## config.mk

```make
export PLATFORM = sky130hd
export DESIGN_NAME = multicycle_controller
export DESIGN_NICKNAME = d
export VERILOG_FILES = /design/src/rtl/multicycle_controller.sv
export SDC_FILE = /design/constraint.sdc
export NUM_CORES = 1
export LEC_CHECK = 0
export ABC_AREA = 1
export BUFFER_PORTS_ARGS = -buffer_cell sky130_fd_sc_hd__buf_2
export CAP_MARGIN = 20
export CORE_AREA = 4 4 41 43
export CTS_CLUSTER_SIZE = 14
export DETAILED_ROUTE_END_ITERATION = 12
export DIE_AREA = 0 0 45 47
export PLACE_DENSITY_LB_ADDON = 0.1
export RECOVER_POWER = 100
export SLEW_MARGIN = 20
export SYNTH_ARGS = -nofsm -noshare
export SYNTH_HDL_FRONTEND = slang
export SYNTH_SLANG_ARGS = --single-unit
export TNS_END_PERCENT = 30
```

## constraint.sdc

```tcl
create_clock -name clk -period 1.02 [get_ports clk]
set_input_delay 0.204 -clock clk [delete_from_list [all_inputs] [get_ports clk]]
set_output_delay 0.204 -clock clk [all_outputs]
set_load 0.01 [all_outputs]
```

## src/rtl/multicycle_controller.sv

```systemverilog
// multicycle_controller: Moore FSM control unit for a multicycle RISC-V datapath
//   clk        rising-edge clock
//   reset_n    asynchronous active-low reset, forces FETCH
//   op         instruction opcode
//   funct3     instruction funct3
//   funct7b5   instruction bit 30
//   Zero       ALU zero flag, qualifies the beq PC write
//   PCWrite    PC enable ((Branch & Zero) | PCUpdate)
//   AdrSrc     memory address select (0 PC, 1 Result)
//   MemWrite   data memory write enable
//   IRWrite    instruction/OldPC register enable
//   ResultSrc  00 ALUOut, 01 Data, 10 ALUResult
//   ALUSrcA    00 PC, 01 OldPC, 10 register A
//   ALUSrcB    00 WriteData, 01 ImmExt, 10 constant 4
//   ImmSrc     00 I, 01 S, 10 B, 11 J
//   RegWrite   register file write enable
//   ALUControl 000 add, 001 sub, 010 and, 011 or, 101 slt
module multicycle_controller (
    input  logic       clk,
    input  logic       reset_n,
    input  logic [6:0] op,
    input  logic [2:0] funct3,
    input  logic       funct7b5,
    input  logic       Zero,
    output logic       PCWrite,
    output logic       AdrSrc,
    output logic       MemWrite,
    output logic       IRWrite,
    output logic [1:0] ResultSrc,
    output logic [1:0] ALUSrcA,
    output logic [1:0] ALUSrcB,
    output logic [1:0] ImmSrc,
    output logic       RegWrite,
    output logic [2:0] ALUControl
);
    localparam logic [6:0] OP_LW   = 7'b0000011;
    localparam logic [6:0] OP_SW   = 7'b0100011;
    localparam logic [6:0] OP_R    = 7'b0110011;
    localparam logic [6:0] OP_I    = 7'b0010011;
    localparam logic [6:0] OP_BEQ  = 7'b1100011;
    localparam logic [6:0] OP_JAL  = 7'b1101111;

    typedef enum logic [3:0] {
        FETCH    = 4'd0,
        DECODE   = 4'd1,
        MEMADR   = 4'd2,
        MEMREAD  = 4'd3,
        MEMWB    = 4'd4,
        MEMWRITE = 4'd5,
        EXECUTER = 4'd6,
        EXECUTEI = 4'd7,
        ALUWB    = 4'd8,
        BEQ      = 4'd9,
        JAL      = 4'd10
    } state_t;

    state_t     state, next;
    logic [1:0] aluop;
    logic       branch, pcupdate, irw, mw, rw;

    always_ff @(posedge clk or negedge reset_n)
        if (!reset_n) state <= FETCH;
        else          state <= next;

    // Unused encodings fall through to the all-zero default and return to FETCH.
    always_comb begin
        next      = FETCH;
        AdrSrc    = 1'b0;
        ResultSrc = 2'b00;
        ALUSrcA   = 2'b00;
        ALUSrcB   = 2'b00;
        aluop     = 2'b00;
        branch    = 1'b0;
        pcupdate  = 1'b0;
        irw       = 1'b0;
        mw        = 1'b0;
        rw        = 1'b0;
        case (state)
            FETCH: begin
                irw       = 1'b1;
                ALUSrcB   = 2'b10;
                ResultSrc = 2'b10;
                pcupdate  = 1'b1;
                next      = DECODE;
            end
            DECODE: begin
                ALUSrcA = 2'b01;
                ALUSrcB = 2'b01;
                next    = (op == OP_LW || op == OP_SW) ? MEMADR   :
                          (op == OP_R)                 ? EXECUTER :
                          (op == OP_I)                 ? EXECUTEI :
                          (op == OP_BEQ)               ? BEQ      :
                          (op == OP_JAL)               ? JAL      : FETCH;
            end
            MEMADR: begin
                ALUSrcA = 2'b10;
                ALUSrcB = 2'b01;
                next    = (op == OP_LW) ? MEMREAD : (op == OP_SW) ? MEMWRITE : FETCH;
            end
            MEMREAD: begin
                AdrSrc = 1'b1;
                next   = MEMWB;
            end
            MEMWB: begin
                ResultSrc = 2'b01;
                rw        = 1'b1;
            end
            MEMWRITE: begin
                AdrSrc = 1'b1;
                mw     = 1'b1;
            end
            EXECUTER: begin
                ALUSrcA = 2'b10;
                aluop   = 2'b10;
                next    = ALUWB;
            end
            EXECUTEI: begin
                ALUSrcA = 2'b10;
                ALUSrcB = 2'b01;
                aluop   = 2'b10;
                next    = ALUWB;
            end
            ALUWB: rw = 1'b1;
            JAL: begin
                ALUSrcA  = 2'b01;
                ALUSrcB  = 2'b10;
                pcupdate = 1'b1;
                next     = ALUWB;
            end
            BEQ: begin
                ALUSrcA = 2'b10;
                aluop   = 2'b01;
                branch  = 1'b1;
            end
            default: next = FETCH;
        endcase
    end

    // The state register already sits in FETCH during reset; gating the enables
    // keeps FETCH's IRWrite/PCWrite from reaching the datapath until release.
    always_comb begin
        PCWrite  = reset_n & ((branch & Zero) | pcupdate);
        IRWrite  = reset_n & irw;
        MemWrite = reset_n & mw;
        RegWrite = reset_n & rw;
    end

    always_comb
        ImmSrc = (op == OP_SW)  ? 2'b01 :
                 (op == OP_BEQ) ? 2'b10 :
                 (op == OP_JAL) ? 2'b11 : 2'b00;

    // Subtract only for R-type funct3=000 with bit 30 set; addi ignores bit 30.
    always_comb
        ALUControl = (aluop == 2'b01) ? 3'b001 :
                     (aluop != 2'b10) ? 3'b000 :
                     (funct3 == 3'b000) ? (({op[5], funct7b5} == 2'b11) ? 3'b001 : 3'b000) :
                     (funct3 == 3'b010) ? 3'b101 :
                     (funct3 == 3'b110) ? 3'b011 :
                     (funct3 == 3'b111) ? 3'b010 : 3'b000;
endmodule

```

### Yosys cells after proc, flatten, opt, wreduce, memory -nomap -nowiden

Cells that the tools add are included.

| word-level totals | value |
|---|---|
| output and inout bits | 16 |
| input port bits | 14 |
| register bits | 4 |
| logic and storage cells | 68 |

| cells by class | value |
|---|---|
| reduce and logical (&&, ||, !) cells | 11 |
| bitwise gates (word level) | 6 |
| muxes and demuxes | 28 |
| equality and inequality tests | 22 |

Operator list:

| cell | number |
|---|---|
| 2-to-1 mux 4 bit | 5 |
| case mux 4 bit (5 select lines) | 1 |
| 2-to-1 mux 3 bit | 6 |
| equality test 4 x 3 -> 1 bit, second input constant | 4 |
| case mux 2 bit (2 select lines) | 4 |
| equality test 7 x 6 -> 1 bit, second input constant | 2 |
| equality test 7 bit, second input constant | 2 |
| equality test 4 bit, second input constant | 3 |
| 2-to-1 mux 2 bit | 5 |
| OR reduction 2 bit | 5 |
| equality test 4 x 2 -> 1 bit, second input constant | 2 |
| equality test 7 x 2 -> 1 bit, second input constant | 1 |
| equality test 7 x 5 -> 1 bit, second input constant | 1 |
| 2-to-1 mux 1 bit | 7 |
| equality test 3 bit, second input constant | 2 |
| OR reduction 3 bit | 2 |
| bitwise AND 1 bit | 5 |
| equality test 4 x 1 -> 1 bit, second input constant | 1 |
| zero test 4 bit | 1 |
| OR reduction 4 bit | 1 |
| equality test 3 x 2 -> 1 bit, second input constant | 1 |
| zero test 3 bit | 1 |
| equality test 2 x 1 -> 1 bit, second input constant | 1 |
| equality test 2 bit, second input constant | 1 |
| other kinds (3) | 3 |

### Longest topological paths before layout

| logic depth | value |
|---|---|
| depth after elaboration | 7 |
| mapped depth | 7 |
| mapped depth without buffers | 7 |

### Worst setup path before layout

Ideal clock, no wire load.

| timing | value |
|---|---|
| kind | reg-to-output |
| start | register state[2] |
| end | output port PCWrite |
| path buffers | 0 |
| cell stages (with the launch flop) | 6 |
| setup slack | -209 ps |
| required time | 816 ps |
| arrival | 1025 ps |
| cell sequence | dfrtp_1 > nor2_2 > nand3_1 > nand2_1 > nor2_1 > nor2_1 |

| on the way | value |
|---|---|
| word-level cells in the longest chain between the ends | 5 |
| elaborated cells between the ends (all ways) | 9 |
| those cells by class | eq/ne: 2; mux: 2; bitwise: 3; reduce/logical: 2 |

Ends and longest elaborated chain:

| element | line | text |
|---|---|---|
| from (decl) | 57 | `state_t state, next;` |
| from (signal assigned) | 63 | `else state <= next;` |
| equality test 4 bit / zero test 4 bit (equally long branches) | 78 | `case (state)` |
| 2-to-1 mux 1 bit / OR reduction 2 bit (equally long branches) | n/a |  |
| bitwise AND 1 bit / 2-to-1 mux 1 bit (equally long branches) | 142, 78 |  |
| OR 1 bit (*) | 142 | `PCWrite = reset_n & ((branch & Zero) \| pcupdate);` |
| bitwise AND 1 bit (*) | 142 |  |
| to (decl) | 25 | `output logic PCWrite,` |

Every way passes the cells marked *; elsewhere a longest branch is shown, timed or not.

### Worst setup path after layout

| timing | value |
|---|---|
| start | register state[0] |
| end | output port PCWrite |

Same word-level chain as after synthesis.

==> impl_metrics.toml <==
[clock_tree]
cts_buffer_depth = 2
cts_tree = "yes"
clock_latency_ns = 0.23
h-tree-depth = 1
cts.clk_slew.worst_paths_ns = 0.04
cts.sinks = 4
clock-root-buffer = "clkbuf_4"
numCtsBuffers = 3

[setup_path]
critPathMaxFanout = 3
critical_path_class = "register to output port"
r2r-start = "state[0]"
end_kind = "output port"
cp-start-kind = "register"
cp.required_ns = 0.82
cp-startpoint = "state[0]"
arrival_ns = 1.28

[layout]
area_growth_pct = 101
drive_gt1_share_pct = 57.3
top_regs = "state x4"
diodes = 0
fin_cells = 158
top_register = "state"
nNetsFinal = 159
final_area_um2 = 918
largest_register_ffs = 4

[die]
coreArea_mm2 = 0.00130
fp-row-count = 13
initial_utilization_pct = 35.2
die_h_um = 47
io-pin-count = 30
dieArea_mm2 = 0.00212
die_w_um = 45

[sta]
rsz0062_at_grt = "true"
layout_setup_ws_ns = -0.467
hold_violations = 0
setup_viol = 19
tns_ns = -6.36
drv_slew = 0
fmax_mhz = 672
worst-slew-pin-transition_ns = 0.229
holdWs_ns = 0.314
max_slew_margin_pct = 84.8
fin_crit_ns = 1.49
skew_ns = 0.00598
min_period_over_period_pct = 146

[synth]
yosysMostFrequentCell = "nand2_1"
synth.top_cells.by_count = "nand2_1 (28), nor2_1 (19), inv_1 (18)"
synth_top_area_share_pct = 23.0
yosysSeqAreaShare_pct = 21.9
synthCells = 91
synth_top_area_cell = "nand2_1"
netlist_area_um2 = 458
ys_async_sr_fraction_pct = 100
synth_cell_types = 11
syn_area_per_cell_um2 = 5.03
synth_area_leaders = "nand2_1 (23%), dfrtp_1 (22%), nor2_1 (16%)"
synth_edf_count = 0
synth_fp_nets = 105
synth-seq-cells = 4
synth_warnings = 0
synth_flop_cell = "dfrtp_1"

[place]
placed_cells = 148
postPlaceCellArea_um2 = 747
gp_congestion = 0.829
io_buffers = 29
dp.final_hpwl_um = 1230

[flow_run]
cap_violations = 0

[route]
firstDrtPassIters = 2
drc = 0
drt_wl_total_um = 1590
post_drt_via_cell_ratio = 4.59
ant_nets = 0
drtIter0Drc = 3
wl_per_cell_um = 10.0
vias = 725

[global_route]
antenna_found_initial = 0
grt_overflow_total = 0
grt_use_total_pct = 15.6
grt_start_max_net_pins = 5
grt_pass1_wl_um = 2460
grt_pass1_vias = 657

[worst_hold_path]
hp-class = "input port to register"
hp-start = "op[6]"

[power]
leakage_nw = 0.560
ir_drop_uv = 1000
p_per_area_mw_per_mm2 = 1240

[status]
status = "finished, violations left"
violations = "negative setup slack"
==> metal layers <==
layer / GRT usage [%] / part of all wire, %
met1: 16.8 / 38
met2: 29.7 / 53
met3: 3.07 / 8.3
met4: 6.43 / 0.50
met5: 0 / 0
==> cells in the final DEF, fill, tap and decap left out, drive strengths merged <==
master	count
o21ai	1
a21oi	2
nor2	22
buf	47
inv	19
nand4	1
dfrtp	4
nand3	13
nor3	1
clkbuf	4
dlygate4sd3	1
nand2	28
==> cell type report <==
type	instances	area (µm²)
inverter	19	71.3
timing repair buffer	49	320
fill	114	383
tap	15	18.8
clock buffer	3	22.5
sequential	4	101
multi-input combinational	68	384
==> final timing paths <==
check	end	cells after the start	slack, ns
worst min-delay path	state[2]	4	0.31
min in group asynchronous	state[3]	3	0.44
worst min register to register	state[3]	3	0.72
worst max-delay path	PCWrite	7	-0.47
max in group asynchronous	state[2]	3	0.37
worst max register to register	state[2]	8	-0.19
==> power breakdown <==
group / switching (mW) / internal [mW]
sequential: 0.0368 / 0.184
clock: 0.0547 / 0.131
combinational: 0.404 / 0.333
==> cell families after synthesis <==
family,after synthesis,share of synthesized area (%)
flip-flops,4,21.9
AND/OR/NAND/NOR,65,59.3
buffers and inverters,19,15.6
AO/OA/AOI/OAI,3,3.28
==> metrics by stage <==
stage               total power [mW]  setup WS [ns]  util (%)
detailed placement             0.837         -0.278      57.4
finish                          1.14         -0.467      70.6
floorplan                      0.541         -0.130         -
global route                    1.24         -0.553      70.6
global placement               0.830         -0.286      57.4
CTS                             1.06         -0.456      64.4
==> worst max-delay path: stages, from the launching register on <==
cell and delay, ns:
dfrtp_1 0.42, inv_2 0.09, nor2_4 0.12, nand2_2 0.08, nor2_2 0.12, nor2_2 0.05, nor2_2 0.06, buf_2 0.12
==> timing repair <==
| action | in CTS | in global routing |
|---|---|---|
| buffers inserted | 2 | 4 |
| pin swaps | 2 | 9 |
| cloned | 0 | 0 |
| hold buffers | 1 | 0 |
| resized for setup | 12 | 16 |
| setup endpoints to repair | 20 | 20 |
| endpoints found under the hold margin | 4 | 0 |
Note: power is estimated with default switching activity, not from simulation.
